<file path="src/rtl/regfile_pkg.sv">
// Shared definitions for the register-file access sequencer.
//   RF_ADDR_W / RF_DATA_W : default register address / data widths (32 x 32 file)
//   state_e               : sequencer FSM states
//   ZERO_ADDR             : address of %g0
package regfile_pkg;

  localparam int unsigned RF_ADDR_W = 5;
  localparam int unsigned RF_DATA_W = 32;

  typedef enum logic [2:0] {
    StIdle,
    StRd1,
    StRd2,
    StCap,
    StDone
  } state_e;

  localparam logic [RF_ADDR_W-1:0] ZERO_ADDR = '0;

endpackage

</file>
<file path="src/rtl/regfile_access_seq.sv">
// Register-file access sequencer.
// Takes one operand/writeback request (rs1, rs2, rd, wr_en, wdata) and serialises it onto a
// single-port register file: read rs1, read rs2, then an optional write of rd. Both operands
// are returned on a valid/ready response four cycles after acceptance.
// Ports:
//   clk, rst                       clock, synchronous active-high reset
//   req_valid/req_ready, req_*     request channel (fields sampled only at acceptance)
//   rsp_valid/rsp_ready, rsp_op*   response channel (operands held stable while waiting)
//   reg_write, reg_adress,
//   data_write, data_read          register-file port (data_read is one cycle after address)
module regfile_access_seq
  import regfile_pkg::*;
#(
  parameter int unsigned ADDR_W   = RF_ADDR_W,
  parameter int unsigned DATA_W   = RF_DATA_W,
  parameter bit          ZERO_REG = 1'b1
) (
  input  logic              clk,
  input  logic              rst,
  input  logic              req_valid,
  output logic              req_ready,
  input  logic [ADDR_W-1:0] req_rs1,
  input  logic [ADDR_W-1:0] req_rs2,
  input  logic [ADDR_W-1:0] req_rd,
  input  logic              req_wr_en,
  input  logic [DATA_W-1:0] req_wdata,
  output logic              rsp_valid,
  input  logic              rsp_ready,
  output logic [DATA_W-1:0] rsp_op1,
  output logic [DATA_W-1:0] rsp_op2,
  output logic              reg_write,
  output logic [ADDR_W-1:0] reg_adress,
  output logic [DATA_W-1:0] data_write,
  input  logic [DATA_W-1:0] data_read
);

  state_e state_q, state_d;

  logic [ADDR_W-1:0] rs1_q, rs2_q, rd_q;
  logic              wr_en_q;
  logic [DATA_W-1:0] wdata_q;
  logic [DATA_W-1:0] op1_q, op2_q;

  logic rs1_zero, rs2_zero, do_write;

  assign rs1_zero = ZERO_REG && (rs1_q == ADDR_W'(ZERO_ADDR));
  assign rs2_zero = ZERO_REG && (rs2_q == ADDR_W'(ZERO_ADDR));
  assign do_write = wr_en_q && !(ZERO_REG && (rd_q == ADDR_W'(ZERO_ADDR)));

  always_ff @(posedge clk) begin
    if (rst) begin
      state_q <= StIdle;
      rs1_q   <= '0;
      rs2_q   <= '0;
      rd_q    <= '0;
      wr_en_q <= 1'b0;
      wdata_q <= '0;
      op1_q   <= '0;
      op2_q   <= '0;
    end else begin
      state_q <= state_d;
      if (state_q == StIdle && req_valid) begin
        rs1_q   <= req_rs1;
        rs2_q   <= req_rs2;
        rd_q    <= req_rd;
        wr_en_q <= req_wr_en;
        wdata_q <= req_wdata;
      end
      // data_read lags the address by one cycle: rs1 data arrives in RD2, rs2 data in CAP.
      if (state_q == StRd2) op1_q <= rs1_zero ? '0 : data_read;
      if (state_q == StCap) op2_q <= rs2_zero ? '0 : data_read;
    end
  end

  always_comb begin
    state_d    = state_q;
    req_ready  = 1'b0;
    rsp_valid  = 1'b0;
    reg_write  = 1'b0;
    reg_adress = '0;
    data_write = '0;
    unique case (state_q)
      StIdle: begin
        req_ready = 1'b1;
        if (req_valid) state_d = StRd1;
      end
      StRd1: begin
        reg_adress = rs1_q;
        state_d    = StRd2;
      end
      StRd2: begin
        reg_adress = rs2_q;
        state_d    = StCap;
      end
      StCap: begin
        reg_adress = rd_q;
        // Reset is the only input allowed to reach an output: it must suppress the write in
        // the very cycle it is sampled, otherwise the file would commit on the reset edge.
        if (do_write && !rst) begin
          reg_write  = 1'b1;
          data_write = wdata_q;
        end
        state_d = StDone;
      end
      StDone: begin
        rsp_valid = 1'b1;
        if (rsp_ready) state_d = StIdle;
      end
      default: state_d = StIdle;
    endcase
  end

  assign rsp_op1 = op1_q;
  assign rsp_op2 = op2_q;

endmodule

</file>
<file path="config.mk">
export PLATFORM = sky130hd
export DESIGN_NAME = regfile_access_seq
export DESIGN_NICKNAME = d
export VERILOG_FILES = /design/src/rtl/regfile_pkg.sv /design/src/rtl/regfile_access_seq.sv
export SDC_FILE = /design/constraint.sdc
export NUM_CORES = 1
export LEC_CHECK = 0
export ABC_AREA = 1
export CORE_UTILIZATION = 52
export CTS_BUF_LIST = sky130_fd_sc_hd__clkbuf_4 sky130_fd_sc_hd__clkbuf_8
export DETAILED_ROUTE_END_ITERATION = 8
export DONT_BUFFER_PORTS = 1
export GPL_TIMING_DRIVEN = 0
export PLACE_DENSITY = 0.77
export SYNTH_ARGS = -nofsm -noshare
export SYNTH_HDL_FRONTEND = slang
export SYNTH_SLANG_ARGS = --single-unit
</file>
<file path="constraint.sdc">
create_clock -name clk -period 1.5 [get_ports clk]
set_clock_uncertainty 0.1 [all_clocks]
set_input_delay 0.3 -clock clk [delete_from_list [all_inputs] [get_ports clk]]
set_output_delay 0.3 -clock clk [all_outputs]
set_load 0.005 [all_outputs]
</file>
# ---- Word-level counts from Yosys, hierarchy flattened
# Cells that the tools add are included.
dict set report classes {
  n_eq_ne 6
  muxes 12
  n_reduce_logical 10
}
# op count
set op_table {}
lappend op_table {{$mux 32} 4}
lappend op_table {{$logic_not 5->1} 3}
lappend op_table {{$pmux 3 s5} 1}
lappend op_table {{$pmux 5 s3} 1}
lappend op_table {{$eq 3x2->1 const B} 2}
lappend op_table {{$mux 3} 2}
lappend op_table {{$mux 1} 4}
lappend op_table {{$ne 2x2->1 const B} 2}
lappend op_table {{$eq 3x1->1 const B} 1}
lappend op_table {{$eq 3x3->1 const B} 1}
lappend op_table {{$logic_and 1x1->1} 3}
lappend op_table {{$logic_not 3->1} 1}
lappend op_table {{$logic_not 1->1} 2}
lappend op_table {{$reduce_and 2->1} 1}
dict set report word_totals {
  ff_bits 115
  in_bits 84
  out_inout_bits 104
  wordCells 36
}

# ---- Depth between registers and ports, before layout
dict set report logic_depth {
  word_depth 6
  ltp_mapped 7
  mapped_depth_nobuf 5
}

# ---- Least setup slack after synthesis
# No wires, ideal clock.
dict set report synth_timing {
  path_kind {reg-to-output}
  from {reg state_q[1]}
  to {out data_write[22]}
  arrival_ns 1.037
  t_required_ns 1.100
  slack_ns 0.063
  path_stages_with_launch 7
  path_buffers 2
  path_cell_list {dfxtp_1 buf_2 nand3_4 nor2_2 o21ai_2 buf_2 nor2_1}
}
dict set report synth_between {
  elab_chain_cells 2
}
# item line_no
set synth_rtl {}
lappend synth_rtl {{start: declaration} regfile_access_seq.sv:37} ;# state_e state_q, state_d;
lappend synth_rtl {{start signal: assignment} regfile_access_seq.sv:52} ;# state_q <= StIdle;
lappend synth_rtl {{start signal: assignment} regfile_access_seq.sv:61} ;# state_q <= state_d;
lappend synth_rtl {{$eq 3x2->1} regfile_access_seq.sv:82} ;# unique case (state_q)
lappend synth_rtl {{$mux 32} regfile_access_seq.sv:82}
lappend synth_rtl {{end: declaration} regfile_access_seq.sv:33} ;# output logic [DATA_W-1:0] data_write,
# Every way passes these cells.

# ---- Worst setup path after layout
dict set report layout_timing {
  from {reg state_q[2]}
  to {out data_write[13]}
}
# Same word-level chain as after synthesis.

==> reports/metrics.yaml <==
run:
  cap_violations: 0
drt:
  wl_per_cell_um: 16.40
  drc: 0
  first_pass_iters: 5
  ant_nets: 0
  viasPerCell: 5.220
  num_vias: 5549
  wirelength_um: 17430
  drt_iter0_markers: 261
yosys:
  synthesis.nets: 883
  synthDistinctLibCells: 24
  syn-mean-instance-area_um2: 6.356
  yosysTopAreaCell: "dfxtp_1"
  seq_area_frac_synth: 0.4533
  netlist_area_um2: 5079
  syn_inst: 799
  ys_warn_count: 0
  synth_area_leaders: "dfxtp_1 45%, nand2_1 22%, nor2_1 9.9%"
  synth_top_area_share: 0.4533
  ys_seq_elements: 115
floorplan:
  die_h_um: 100.8
  die-area_um2: 10170
  rows: 35
  io_pins: 188
  die_w_um: 100.8
  core-area_um2: 9371
  initial_utilization: 0.5419
final_layout:
  antennaDiodeCount: 0
  drive_gt1_frac: 0.2131
  layout-area-overhead-vs-synth_pct: 45.53
  nets: 1007
  mostFrequentLayoutCells: "289 x nand2_1, 110 x dfxtp_1, 109 x inv_1, 82 x dlygate4sd3_1, 78 x nor2_1"
  final_core_util: 0.7887
  final_common_cell: "nand2_1"
  fin_area_um2: 7391
power:
  p_leak_nw: 3.503
  ir_drop_v: 0.0007047
  power_density_nw_per_um2: 1203
clock_network:
  clock-root-buffer: "clkbuf_8"
  cts_tree: "yes"
  numCtsBuffers: 17
  cts_sinks: 115
  cts.reportedPaths.clkPinSlew_ns: 0.07
  ctsHtreeMaxLevel: 4
  insertion_delay_ns: 0.43
  clockBufferDepth: 2
timing:
  slew_headroom: 0.6308
  slew_violations: 0
  hold_viol: 0
  max_freq_mhz: 507.0
  grt_setup_unrepaired: "yes"
  setup_viol: 122
  fin_crit_ns: 1.972
  worstMarginPinSlew_ns: 0.5537
  setup_ws_ns: -0.4723
  fin_crit_sh: 1.315
global_route:
  grt_max_degree: 17
  grt.total_usage: 0.3224
  antenna_found_initial: 0
  grt_pass1_vias: 5521
  grt_pass1_wl_um: 25430
  grt-ovfl-total: 0
placement:
  io_buffers: 0
  place_congestion: 0.8113
  detailed_place_hpwl_um: 9475
  placed_area_um2: 5240
min_path:
  hold_class: "in2reg"
worst_setup_path:
  cp.required_ns: 1.10
  crit_type: "reg2out"
  crit_arrival_ns: 1.57
  startpoint_type: "register"
  crit_fanout: 9
  cp-end-kind: "output port"
status:
  violations: "setup timing"
  status: "finished with violations"
[power breakdown]
group          internal (mW)  switching, mW  total [mW]
Combinational          0.838           1.39        2.23
Sequential              3.38          0.209        3.59
Clock                   1.80           1.28        3.07
[area by class of cell]
type | instances | area [um^2]
multi-input cells | 521 | 2606
flip-flops and latches | 115 | 2313
fillers | 605 | 1981
repair buffers | 107 | 1121
inverters | 119 | 461.7
plain buffers | 42 | 309.0
clock buffers | 21 | 289.0
well taps | 129 | 161.4
clock inverters | 9 | 128.9
[stage by stage]
step / TNS (ns) / hold WS, ns / worst slack [ns] / power [mW] / cells
2_1_floorplan: 0 / 0.2691 / 0.06307 / 4.723 / 799
3_5_place_dp: -5.229 / 0.2748 / -0.1792 / 5.081 / 928
4_1_cts: -18.09 / 0.03817 / -0.4388 / 8.592 / 1058
6_report: -25.19 / 0.06582 / -0.4723 / 8.895 / 1063
3_3_place_gp: -4.875 / 0.2705 / -0.1701 / 5.003 / 928
5_1_grt: -32.69 / 0.08855 / -0.5046 / 9.287 / 1063
[critical path: stages, from the launching register on]
cell and delay [ns]:
dfxtp_4 0.36, inv_4 0.06, nand3_4 0.09, nor2_4 0.12
o21ai_4 0.08, buf_12 0.15, clkbuf_16 0.17, nor2_4 0.10
[kinds of logic after synthesis]
logic type             after synthesis  synth area share
buffers and inverters              163            0.1296
DFF                                115            0.4533
AOI/OAI and AO/OA                   72           0.07465
and+or+nand+nor                    449            0.3424
[synthesized netlist by cell type]
cell / n
a21oi_1: 65
buf_1: 5
buf_2: 22
buf_4: 5
clkbuf_1: 12
clkinv_1: 1
dfxtp_1: 115
inv_1: 115
inv_2: 3
nand2_1: 301
nand2_2: 1
nand3_1: 4
nand3_2: 1
nand3_4: 1
nand3b_1: 1
nand4_1: 1
nor2_1: 134
nor2_2: 2
nor2_4: 1
nor3_1: 1
nor3_2: 1
o211ai_1: 5
o21a_1: 1
o21ai_2: 1
[metal layers]
metal / vias to the layer above / track usage / part of all wire
li1: 2595 / - / -
met1: 2593 / 0.3271 / 0.36
met2: 294 / 0.5864 / 0.52
met3: 67 / 0.09639 / 0.082
met4: 0 / 0.1851 / 0.034
met5: - / 0 / 0
[state kept, by name (all words and copies together), names as in the netlist]
register / cells
rs2_q: 5
rd_q: 5
wr_en_q: 1
state_q: 3
rs1_q: 5
rsp_op1: 32
rsp_op2: 32
wdata_q: 32
[path summary, 6_finish.rpt]
| path | startpoint | end | slack [ns] | depth (start not counted) |
|---|---|---|---|---|
| worst max-delay path | state_q[2] | data_write[13] | -0.47 | 7 |
| worst min-delay path | req_valid | state_q[0] | 0.07 | 3 |
| worst max register to register | state_q[2] | wdata_q[23] | -0.26 | 9 |
| worst min register to register | rd_q[1] | rd_q[1] | 0.44 | 4 |
[timing repair]
action	4_1_cts	5_1_grt
resized for setup	134	76
hold endpoints to repair	114	0
endpoints found under the setup margin	49	147
pin swaps	10	11
hold buffers	82	0
setup buffers	17	5
gates cloned	2	1
(Power assumes the default switching activity.)
